--- src/rtl/ram_wb_burst_master_pkg.sv ---
`default_nettype none
// ============================================================================
// Module   : ram_wb_pkg
// Purpose  : Shared Wishbone burst constants and master state encoding.
// Revision : 1.0 - initial release
// ============================================================================
package ram_wb_pkg;

  // Cycle type identifiers driven on wb cti
  localparam logic [2:0] CTI_CLASSIC = 3'b000;
  localparam logic [2:0] CTI_INCR    = 3'b010;
  localparam logic [2:0] CTI_EOB     = 3'b111;

  // Burst type extension: linear incrementing only
  localparam logic [1:0] BTE_LINEAR  = 2'b00;

  typedef enum logic [1:0] {
    IDLE  = 2'd0,
    BURST = 2'd1,
    DONE  = 2'd2
  } state_t;

endpackage
`default_nettype wire

--- src/rtl/ram_wb_burst_master_if.sv ---
`default_nettype none
// ============================================================================
// Module   : ram_wb_burst_master_if
// Purpose  : Wishbone B3 bus bundle between the burst master and RAM slave.
// Revision : 1.0 - initial release
// ============================================================================
interface ram_wb_burst_master_if #(
  parameter int ADR_WIDTH = 16
);

  logic [ADR_WIDTH-3:0] adr;     // word address
  logic [31:0]          dat_wr;  // master -> slave data
  logic [31:0]          dat_rd;  // slave -> master data
  logic                 we;
  logic [3:0]           sel;
  logic                 cyc;
  logic                 stb;
  logic [2:0]           cti;
  logic [1:0]           bte;
  logic                 ack;

  modport master (
    output adr, dat_wr, we, sel, cyc, stb, cti, bte,
    input  dat_rd, ack
  );

  modport slave (
    input  adr, dat_wr, we, sel, cyc, stb, cti, bte,
    output dat_rd, ack
  );

endinterface
`default_nettype wire

--- src/rtl/ram_wb_burst_master_cnt.sv ---
`default_nettype none
// ============================================================================
// Module   : ram_wb_burst_cnt
// Purpose  : Burst word-address / remaining-beat counter. The address wraps
//            silently modulo the word-address space; the remaining count
//            saturates at zero so a stray step after the last beat is benign.
// Revision : 1.0 - initial release
// ============================================================================
module ram_wb_burst_cnt #(
  parameter int ADR_WIDTH = 16,
  parameter int LEN_WIDTH = 8
) (
  input  logic                 clk_i,
  input  logic                 rst_i,
  input  logic                 load_i,
  input  logic [ADR_WIDTH-3:0] adr_i,
  input  logic [LEN_WIDTH-1:0] len_i,
  input  logic                 step_i,
  output logic [ADR_WIDTH-3:0] adr_o,
  output logic                 last_o
);

  localparam logic [ADR_WIDTH-3:0] c_adr_one = {{(ADR_WIDTH-3){1'b0}}, 1'b1};
  localparam logic [LEN_WIDTH-1:0] c_len_one = {{(LEN_WIDTH-1){1'b0}}, 1'b1};

  logic [ADR_WIDTH-3:0] r_adr;
  logic [LEN_WIDTH-1:0] r_rem;

  // Load on command accept, advance on every acknowledged beat
  always_ff @(posedge clk_i or posedge rst_i) begin
    if (rst_i) begin
      r_adr <= '0;
      r_rem <= '0;
    end else if (load_i) begin
      r_adr <= adr_i;
      r_rem <= len_i;
    end else if (step_i) begin
      r_adr <= r_adr + c_adr_one;
      if (r_rem != '0) begin
        r_rem <= r_rem - c_len_one;
      end
    end
  end

  assign adr_o  = r_adr;
  assign last_o = (r_rem == '0);

endmodule
`default_nettype wire

--- src/rtl/ram_wb_burst_master.sv ---
`default_nettype none
// ============================================================================
// Module   : ram_wb_burst_master
// Purpose  : Wishbone B3 master issuing one linear incrementing burst per
//            command. Write words enter through a one-word holding register;
//            read words leave as a registered one-cycle strobe.
// Revision : 1.0 - initial release
// ============================================================================
module ram_wb_burst_master
  import ram_wb_pkg::*;
#(
  parameter int ADR_WIDTH = 16,
  parameter int LEN_WIDTH = 8
) (
  input  logic                   clk_i,
  input  logic                   rst_i,
  // command channel
  input  logic                   cmd_valid_i,
  output logic                   cmd_ready_o,
  input  logic                   cmd_we_i,
  input  logic [ADR_WIDTH-3:0]   cmd_adr_i,
  input  logic [LEN_WIDTH-1:0]   cmd_len_i,
  // write data stream
  input  logic [31:0]            wdat_i,
  input  logic                   wdat_valid_i,
  output logic                   wdat_ready_o,
  // read data stream
  output logic [31:0]            rdat_o,
  output logic                   rdat_valid_o,
  // status
  output logic                   done_o,
  output logic                   busy_o,
  // Wishbone bus
  ram_wb_burst_master_if.master  wb
);

  state_t               r_state;
  state_t               w_state_nxt;
  logic                 w_cmd_take;

  logic                 r_we;
  logic                 r_single;
  logic                 r_hold_full;
  logic [31:0]          r_hold_dat;
  logic                 r_rdat_valid;
  logic [31:0]          r_rdat;

  logic                 w_in_burst;
  logic                 w_stb;
  logic                 w_beat;
  logic                 w_wload;
  logic                 w_last;
  logic [ADR_WIDTH-3:0] w_adr;
  logic [2:0]           w_cti;

  assign w_in_burst = (r_state == BURST);
  // A write beat can only be offered once its data word is held
  assign w_stb      = w_in_burst & (~r_we | r_hold_full);
  assign w_beat     = w_stb & wb.ack;
  assign w_wload    = wdat_valid_i & wdat_ready_o;

  ram_wb_burst_cnt #(
    .ADR_WIDTH (ADR_WIDTH),
    .LEN_WIDTH (LEN_WIDTH)
  ) u_cnt (
    .clk_i  (clk_i),
    .rst_i  (rst_i),
    .load_i (w_cmd_take),
    .adr_i  (cmd_adr_i),
    .len_i  (cmd_len_i),
    .step_i (w_beat),
    .adr_o  (w_adr),
    .last_o (w_last)
  );

  // State register
  always_ff @(posedge clk_i or posedge rst_i) begin
    if (rst_i) begin
      r_state <= IDLE;
    end else begin
      r_state <= w_state_nxt;
    end
  end

  // Next-state logic and command acceptance
  always_comb begin
    w_state_nxt = r_state;
    w_cmd_take  = 1'b0;
    case (r_state)
      IDLE: begin
        if (cmd_valid_i) begin
          w_cmd_take  = 1'b1;
          w_state_nxt = BURST;
        end
      end
      BURST: begin
        if (w_beat && w_last) begin
          w_state_nxt = DONE;
        end
      end
      DONE:    w_state_nxt = IDLE;
      default: w_state_nxt = IDLE;
    endcase
  end

  // Latch burst direction and the single-beat flag at command accept
  always_ff @(posedge clk_i or posedge rst_i) begin
    if (rst_i) begin
      r_we     <= 1'b0;
      r_single <= 1'b0;
    end else if (w_cmd_take) begin
      r_we     <= cmd_we_i;
      r_single <= (cmd_len_i == '0);
    end
  end

  // One-word write holding register; a same-cycle load wins over the ack
  always_ff @(posedge clk_i or posedge rst_i) begin
    if (rst_i) begin
      r_hold_full <= 1'b0;
      r_hold_dat  <= '0;
    end else if (w_wload) begin
      r_hold_full <= 1'b1;
      r_hold_dat  <= wdat_i;
    end else if (w_beat && r_we) begin
      r_hold_full <= 1'b0;
    end
  end

  // Registered read data: one cycle after each read ack
  always_ff @(posedge clk_i or posedge rst_i) begin
    if (rst_i) begin
      r_rdat_valid <= 1'b0;
      r_rdat       <= '0;
    end else begin
      r_rdat_valid <= w_beat & ~r_we;
      if (w_beat && !r_we) begin
        r_rdat <= wb.dat_rd;
      end
    end
  end

  // Cycle type follows the remaining count, so it is stable across waits
  always_comb begin
    w_cti = CTI_CLASSIC;
    if (w_in_burst && !r_single) begin
      w_cti = w_last ? CTI_EOB : CTI_INCR;
    end
  end

  assign cmd_ready_o  = (r_state == IDLE);
  assign busy_o       = w_in_burst;
  assign done_o       = (r_state == DONE);
  assign wdat_ready_o = w_in_burst & r_we & ~r_hold_full;
  assign rdat_o       = r_rdat;
  assign rdat_valid_o = r_rdat_valid;

  assign wb.adr    = w_adr;
  assign wb.dat_wr = r_hold_dat;
  assign wb.we     = w_in_burst & r_we;
  assign wb.sel    = 4'b1111;
  assign wb.cyc    = w_in_burst;
  assign wb.stb    = w_stb;
  assign wb.cti    = w_cti;
  assign wb.bte    = BTE_LINEAR;

endmodule
`default_nettype wire

--- src/flat_wrapper.sv ---
// flat-port wrapper written by rule: the top's interface ports become plain ports
module ram_wb_burst_master_flat import ram_wb_pkg::*;
#(
  parameter int ADR_WIDTH = 16,
  parameter int LEN_WIDTH = 8
)
  (clk_i, rst_i, cmd_valid_i, cmd_ready_o, cmd_we_i, cmd_adr_i, cmd_len_i, wdat_i, wdat_valid_i, wdat_ready_o, rdat_o, rdat_valid_o, done_o, busy_o, wb_adr, wb_dat_wr, wb_we, wb_sel, wb_cyc, wb_stb, wb_cti, wb_bte, wb_dat_rd, wb_ack);
  ram_wb_burst_master_if #(.ADR_WIDTH(ADR_WIDTH)) wb_i ();
  input  logic clk_i;
  input  logic rst_i;
  input  logic cmd_valid_i;
  output logic cmd_ready_o;
  input  logic cmd_we_i;
  input  logic [ADR_WIDTH-3:0] cmd_adr_i;
  input  logic [LEN_WIDTH-1:0] cmd_len_i;
  input  logic [31:0] wdat_i;
  input  logic wdat_valid_i;
  output logic wdat_ready_o;
  output logic [31:0] rdat_o;
  output logic rdat_valid_o;
  output logic done_o;
  output logic busy_o;
  output wire logic [$bits(wb_i.adr)-1:0] wb_adr;
  output wire logic [$bits(wb_i.dat_wr)-1:0] wb_dat_wr;
  output wire logic [$bits(wb_i.we)-1:0] wb_we;
  output wire logic [$bits(wb_i.sel)-1:0] wb_sel;
  output wire logic [$bits(wb_i.cyc)-1:0] wb_cyc;
  output wire logic [$bits(wb_i.stb)-1:0] wb_stb;
  output wire logic [$bits(wb_i.cti)-1:0] wb_cti;
  output wire logic [$bits(wb_i.bte)-1:0] wb_bte;
  input wire logic [$bits(wb_i.dat_rd)-1:0] wb_dat_rd;
  input wire logic [$bits(wb_i.ack)-1:0] wb_ack;
  assign wb_adr = wb_i.adr;
  assign wb_dat_wr = wb_i.dat_wr;
  assign wb_we = wb_i.we;
  assign wb_sel = wb_i.sel;
  assign wb_cyc = wb_i.cyc;
  assign wb_stb = wb_i.stb;
  assign wb_cti = wb_i.cti;
  assign wb_bte = wb_i.bte;
  assign wb_i.dat_rd = wb_dat_rd;
  assign wb_i.ack = wb_ack;
  ram_wb_burst_master #(.ADR_WIDTH(ADR_WIDTH), .LEN_WIDTH(LEN_WIDTH)) u_core (.clk_i(clk_i), .rst_i(rst_i), .cmd_valid_i(cmd_valid_i), .cmd_ready_o(cmd_ready_o), .cmd_we_i(cmd_we_i), .cmd_adr_i(cmd_adr_i), .cmd_len_i(cmd_len_i), .wdat_i(wdat_i), .wdat_valid_i(wdat_valid_i), .wdat_ready_o(wdat_ready_o), .rdat_o(rdat_o), .rdat_valid_o(rdat_valid_o), .done_o(done_o), .busy_o(busy_o), .wb(wb_i));
endmodule
--- config.mk ---
export PLATFORM = sky130hd
export DESIGN_NAME = ram_wb_burst_master_flat
export DESIGN_NICKNAME = d
export VERILOG_FILES = /design/src/rtl/ram_wb_burst_master_pkg.sv /design/src/rtl/ram_wb_burst_master_if.sv /design/src/rtl/ram_wb_burst_master_cnt.sv /design/src/rtl/ram_wb_burst_master.sv /design/src/flat_wrapper.sv
export SDC_FILE = /design/constraint.sdc
export NUM_CORES = 1
export LEC_CHECK = 0
export ABC_CLOCK_PERIOD_IN_PS = 4800
export CAP_MARGIN = 20
export CORE_MARGIN = 5
export CORE_UTILIZATION = 45
export CTS_CLUSTER_DIAMETER = 200
export DETAILED_ROUTE_END_ITERATION = 10
export HOLD_SLACK_MARGIN = 0.06
export PLACE_DENSITY = 0.87
export SYNTH_ARGS = -nofsm -noshare
export SYNTH_HDL_FRONTEND = slang
export SYNTH_HIERARCHICAL = 1
export SYNTH_SLANG_ARGS = --single-unit
--- constraint.sdc ---
create_clock -name clk_i -period 4.8 [get_ports clk_i]
set_input_delay 0.96 -clock clk_i [delete_from_list [all_inputs] [get_ports clk_i]]
set_output_delay 0.96 -clock clk_i [all_outputs]
set_load 0.01 [all_outputs]
==> flow_metrics.env, run 1 <==
export IMPL_status="complete, no violations"
export IMPL_synth_edf_count=0
export IMPL_skew_ns=0.0102
export IMPL_cts_tree="built"
export IMPL_synth_xor_area_share_pct=2.55
export IMPL_clock_latency_ns=0.34
export IMPL_final_cells=615
export IMPL_synth_top_family_by_area="multiplexers"
export IMPL_post_cts_setup_buffers=0
export IMPL_fmax_mhz=297
export IMPL_die_w_um=106
export IMPL_numCtsBuffers=9
export IMPL_synth_seq_cells=92
export IMPL_synth_compound_area_share_pct=4.86
export IMPL_synthArstFlopShare_pct=100
export IMPL_worstSetupPathType="reg2out"
export IMPL_drc=0
export IMPL_critPathArrivalTime_ns=2.40
export IMPL_dpl_cell_count=599
export IMPL_worstSetupEndpointType="output port"
export IMPL_p_leak_nw=2.50
export IMPL_first_iter_violations=78
export IMPL_gp_congestion=0.894
export IMPL_holdBufCountCts=0
export IMPL_power_per_cell_area_nw_per_um2=625
export IMPL_hold_class="reg2reg"
export IMPL_drive_above_1_share_pct=19.2
export IMPL_areaGrowthSynthToFinish_pct=49.4
export IMPL_yosys_warnings=6
export IMPL_initial_core_util_pct=45.5
export IMPL_grt_total_usage_pct=20.2
export IMPL_rsz0062_at_grt="no"
export IMPL_ios=187
export IMPL_fin_crit_sh_pct=70.1
export IMPL_grt_pass1_wl_um=17800
export IMPL_fp_dieArea_um2=11200
export IMPL_port_buffers=180
export IMPL_cts_sinks=92
export IMPL_clockBufferDepth=2
export IMPL_path_clk_slew_ns=0.09
export IMPL_seqCellArea_um2=2300
export IMPL_ys_flop_type="dfrtp_1"
export IMPL_h_tree_depth=3
export IMPL_overflow=0
export IMPL_worstMarginPinSlew_ns=0.913
export IMPL_crit_required_ns=3.84
export IMPL_relSlewSlack_pct=39.0
export IMPL_cap_violations=0
export IMPL_post_drt_via_cell_ratio=5.11
export IMPL_nFillCells=662
export IMPL_antenna_left=0
export IMPL_finalSetupTns_ns=0
export IMPL_final_setup_viol_count=0
export IMPL_grt_max_degree=51
export IMPL_cp_max_fo=4
export IMPL_die_h_um=106
export IMPL_wirelength_um=10800
export IMPL_dp_final_hpwl_um=8440
export IMPL_final_common_cell="clkdlybuf4s50_1"
export IMPL_routedWlPerCell_um=17.6
export IMPL_multi_input_comb_area_um2=1640
export IMPL_rows=35
export IMPL_core_area_um2=9060
export IMPL_mostFrequentLayoutCells="clkdlybuf4s50_1, dfrtp_1, mux2_2"
export IMPL_antenna_found_initial=0
export IMPL_syn_avg_cell_area_um2=12.8
export IMPL_grt_pass1_vias=3334
export IMPL_synth_mux_area_share_pct=18.8
export IMPL_clock_tree_root_cell="clkbuf_8"
export IMPL_synth_simple_area_share_pct=12.2
export IMPL_syn_inst=322
export IMPL_layout_nets=593
export IMPL_dr_pass1_iters=4
export IMPL_max_vdd_ir_drop_uv=232
export IMPL_yosysSeqAreaShare_pct=55.9
export IMPL_vias=3141
export IMPL_synth_fa_ha_area_share_pct=0.607
export IMPL_post_cts_resized=0
export IMPL_antenna_cells=0
export IMPL_synth_area_um2=4120
export IMPL_ys_types=50
export IMPL_slew_viol_final=0
export IMPL_finalHoldViolations=0
export IMPL_critPathLaunchType="flip-flop"
export IMPL_period_needed_ns=3.36
[final cells by class]
class	count	share of cell area, %
inverter	12	0.731
tap	111	2.26
multi-input combinational	202	26.6
clock inverter	4	0.894
sequential	92	37.4
clock buffer	12	2.68
timing repair buffer	182	29.5
[worst max-delay path, cell delays in order (launching register included)]
cell	delay, ns
dfrtp_1	0.42
inv_1	0.11
ha_1	0.19
nor4b_4	0.30
nand2_1	0.16
inv_1	0.12
and3_1	0.20
clkdlybuf4s50_1	0.57
[synthesized netlist by cell type, types with 2 or more instances]
| master | count | area (um2) |
|---|---|---|
| and2b_1 | 2 | 15.0 |
| buf_1 | 2 | 7.51 |
| buf_4 | 8 | 60.1 |
| buf_6 | 7 | 78.8 |
| clkbuf_1 | 2 | 7.51 |
| conb_1 | 2 | 7.51 |
| dfrtp_1 | 92 | 2300 |
| ha_1 | 2 | 25.0 |
| inv_1 | 11 | 41.3 |
| mux2_1 | 2 | 22.5 |
| mux2_2 | 64 | 721 |
| mux2i_1 | 3 | 30.0 |
| nand2_1 | 25 | 93.8 |
| nand3_1 | 8 | 40.0 |
| nand3_4 | 3 | 52.6 |
| nand3b_1 | 2 | 15.0 |
| nand4_1 | 3 | 18.8 |
| nor2_1 | 14 | 52.6 |
| nor2b_1 | 2 | 12.5 |
| nor3_1 | 6 | 30.0 |
| nor4_1 | 3 | 18.8 |
| nor4_2 | 2 | 25.0 |
| nor4b_4 | 2 | 47.6 |
| o21ai_0 | 17 | 85.1 |
| o21ai_1 | 2 | 10.0 |
| o21bai_1 | 2 | 15.0 |
| xnor2_1 | 8 | 70.1 |
| xor2_1 | 4 | 35.0 |
[path summary, 6_finish.rpt]
kind | start | end | slack [ns] | depth (start not counted)
min reg2reg | u_core/rdat_o[27] | u_core/rdat_o[27] | 0.50 | 1
min in group asynchronous | rst_i | u_core/rdat_o[4] | 1.09 | 2
min | u_core/rdat_o[27] | u_core/rdat_o[27] | 0.50 | 1
max | u_core/u_cnt/r_rem[0] | wb_cti[0] | 1.44 | 7
max in group asynchronous | rst_i | u_core/wb.dat_wr[4] | 2.78 | 3
max reg2reg | u_core/r_state[1] | u_core/u_cnt/r_rem[7] | 2.38 | 5
[cell families after synthesis]
| family | Yosys count |
|---|---|
| and+or+nand+nor | 81 |
| buffers and inverters | 32 |
| muxes | 69 |
| other | 2 |
| AOI/OAI and AO/OA | 32 |
| adders and majority gates | 2 |
| xor gates and xnor gates | 12 |
| DFF | 92 |
[per-layer routing]
metal	up-vias	track usage (%)	wire length, um
li1	1457	-	-
met2	151	33.4	5270
met3	25	5.33	801
met1	1508	25.0	4430
met5	-	0	0
met4	0	8.42	302
[registers in the layout, indices dropped and copies added (netlist names)]
register / flops
u_core/rdat_valid_o: 1
u_core/r_single: 1
u_core/wb.dat_wr: 32
u_core/rdat_o: 32
u_core/u_cnt/adr_o: 14
u_core/r_state: 2
u_core/r_we: 1
u_core/u_cnt/r_rem: 8
u_core/r_hold_full: 1
[report_power, final]
part	switching, mW	internal (mW)
registers	0.290	1.16
clock network	0.268	0.287
logic	0.730	1.11
[through the flow]
step           total power, mW  hold slack [ns]  area, um2  worst slack [ns]  util, %
2_1_floorplan             2.35            0.480       4140              2.07        -
3_3_place_gp              3.25            0.471       5940              1.54     65.5
5_1_grt                   4.09            0.509       6160              1.23     67.9
4_1_cts                   3.89            0.500       6160              1.42     67.9
6_report                  3.85            0.505       6160              1.44     67.9
3_5_place_dp              3.33            0.479       5940              1.44     65.5
(Power assumes the default switching activity.)
==> inputs of run 2 (changes only) <==
--- a/config.mk
+++ b/config.mk
@@ -5,14 +5,14 @@
 export SDC_FILE = /design/constraint.sdc
 export NUM_CORES = 1
 export LEC_CHECK = 0
-export ABC_CLOCK_PERIOD_IN_PS = 4800
+export ABC_CLOCK_PERIOD_IN_PS = 3200
 export CAP_MARGIN = 20
 export CORE_MARGIN = 5
-export CORE_UTILIZATION = 45
+export CORE_UTILIZATION = 42
 export CTS_CLUSTER_DIAMETER = 200
 export DETAILED_ROUTE_END_ITERATION = 10
 export HOLD_SLACK_MARGIN = 0.06
-export PLACE_DENSITY = 0.87
+export PLACE_DENSITY = 0.82
 export SYNTH_ARGS = -nofsm -noshare
 export SYNTH_HDL_FRONTEND = slang
 export SYNTH_HIERARCHICAL = 1
==> constraint.sdc (replaced) <==
create_clock -name clk_i -period 3.2 [get_ports clk_i]
set_input_delay 0.64 -clock clk_i [delete_from_list [all_inputs] [get_ports clk_i]]
set_output_delay 0.64 -clock clk_i [all_outputs]
set_load 0.01 [all_outputs]
==> run 2 against run 1 <==
Compared with the run above:
- critical path depth stayed put
- clock skew is 0.0038 ns lower
- wire length is 1.8% lower
- highest routed layer unchanged
- sequential share of layout area is 0.26 points lower
- combinational power is 51% higher
- worst hold slack worse by 0.0063 ns
==> flow_metrics.env, run 2 (synthesis gave the netlist of run 1 again) <==
export IMPL_areaGrowthSynthToFinish_pct=50.5
export IMPL_initial_core_util_pct=42.6
export IMPL_clockBufferDepth=2
export IMPL_cts_tree="built"
export IMPL_period_needed_ns=3.04
export IMPL_relSlewSlack_pct=42.2
export IMPL_vias=3099
export IMPL_nFillCells=739
export IMPL_hold_class="reg2reg"
export IMPL_clock_latency_ns=0.35
export IMPL_antenna_cells=0
export IMPL_fmax_mhz=329
export IMPL_design_area_um2=6200
export IMPL_final_cells=640
export IMPL_gp_congestion=0.784
export IMPL_fp_dieArea_um2=11900
export IMPL_h_tree_depth=3
export IMPL_routedWlPerCell_um=16.6
export IMPL_p_leak_nw=2.50
export IMPL_overflow=0
export IMPL_drive_above_1_share_pct=19.7
export IMPL_first_iter_violations=114
export IMPL_final_common_cell="clkdlybuf4s50_1"
export IMPL_final_setup_viol_count=0
export IMPL_max_vdd_ir_drop_uv=392
export IMPL_slew_viol_final=0
export IMPL_path_clk_slew_ns=0.09
export IMPL_rsz0062_at_grt="no"
export IMPL_worstSetupEndpointType="output port"
export IMPL_reg2reg_setup_slack_ns=1.25
export IMPL_min_to="u_core/wb.dat_wr[22]"
export IMPL_finalHoldViolations=0
export IMPL_critPathLaunchType="flip-flop"
export IMPL_wirelength_um=10600
export IMPL_startpoint="u_core/u_cnt/r_rem[0]"
export IMPL_layout_nets=596
export IMPL_grt_pass1_vias=3261
export IMPL_reg2reg_depth=6
export IMPL_r2r_start="u_core/r_state[1]"
export IMPL_antenna_found_initial=0
export IMPL_die_h_um=109
export IMPL_grt_max_degree=71
export IMPL_r2r_end="u_core/u_cnt/r_rem[7]"
export IMPL_antenna_left=0
export IMPL_dpl_cell_count=623
export IMPL_drc=0
export IMPL_status="complete, no violations"
export IMPL_hold_start="u_core/wb.dat_wr[22]"
export IMPL_critPathArrivalTime_ns=2.40
export IMPL_worstMarginPinSlew_ns=0.866
export IMPL_fin_crit_sh_pct=94.9
export IMPL_rows=36
export IMPL_grt_pass1_wl_um=16300
export IMPL_mostFrequentLayoutCells="clkdlybuf4s50_1, dfrtp_1, mux2_2"
export IMPL_die_w_um=109
export IMPL_holdBufCountCts=0
export IMPL_power_mw=5.69
export IMPL_power_per_cell_area_nw_per_um2=917
export IMPL_cap_violations=0
export IMPL_cts_sinks=92
export IMPL_dp_final_hpwl_um=8250
export IMPL_cp_max_fo=3
export IMPL_numCtsBuffers=9
export IMPL_clock_tree_root_cell="clkbuf_8"
export IMPL_crit_required_ns=2.56
export IMPL_core_area_um2=9680
export IMPL_dr_pass1_iters=5
export IMPL_setup_ws_ns=0.162
export IMPL_worstSetupPathType="reg2out"
export IMPL_grt_total_usage_pct=17.8
export IMPL_pre_cts_slack_ns=0.526
export IMPL_worst_hold_path_num_cells=1
export IMPL_dpl_cell_area_um2=6010
export IMPL_port_buffers=180
export IMPL_ios=187
export IMPL_post_cts_resized=0
export IMPL_finalSetupTns_ns=0
export IMPL_post_drt_via_cell_ratio=4.84
export IMPL_skew_ns=0.00637
==> run 2: changes by cell type in the layout (fill, tap and decap cells not counted), sizes merged <==
| cell | change |
|---|---|
| buf | +3 |
| clkinvlp | +2 |
| bufinv | -1 |
| clkinv | +1 |
| inv | -1 |
| clkbuf | -1 |
==> run 2: worst max path at each step <==
stage	to	slack (ns)	cells past startpoint
floorplan	u_core/r_hold_full	0.79	1
global placement	wb_cti[0]	0.64	7
detailed placement	wb_cti[0]	0.53	7
CTS	wb_cti[0]	0.12	7
global route	wb_cti[0]	0.0004	7
finish	wb_cti[0]	0.16	7
==> run 2: cell type report <==
class                      count  area (um2)  share of cell area, %
clock inverter                 5        36.3                  0.585
sequential                    92        2300                   37.1
clock buffer                  11         151                   2.44
multi-input combinational    202        1640                   26.4
tap                          133         166                   2.68
timing repair buffer         185        1860                   30.1
inverter                      12        45.0                  0.726
==> run 2: repair_timing <==
action / CTS / global route
buffers inserted: 0 / 1
endpoints found under the setup margin: 0 / 2
hold endpoints to repair: 0 / 0
==> run 2: stage by stage <==
stage	hold WS (ns)	utilization, %
floorplan	0.480	-
global placement	0.472	62.0
detailed placement	0.481	62.0
CTS	0.502	64.0
global route	0.530	64.0
finish	0.498	64.0
==> run 2: routing by layer <==
metal	vias to the layer above	wire length, um	global-route usage (%)
met5	-	0	0
met3	11	745	4.20
li1	1461	-	-
met4	0	188	6.13
met1	1497	4320	21.7
met2	130	5350	30.8
==> run 2: worst max-delay path, cell delays in order, from the launching register on <==
cell	delay, ns
dfrtp_1	0.42
inv_1	0.10
ha_1	0.20
nor4b_4	0.29
nand2_1	0.16
inv_1	0.13
and3_1	0.19
clkdlybuf4s50_1	0.56
==> run 2: where the power goes <==
group          switching (mW)  internal [mW]  leakage [nW]  total, mW
Clock                   0.400          0.325        0.0876      0.724
Sequential              0.442           1.74          1.10       2.18
Combinational            1.08           1.70          1.32       2.78
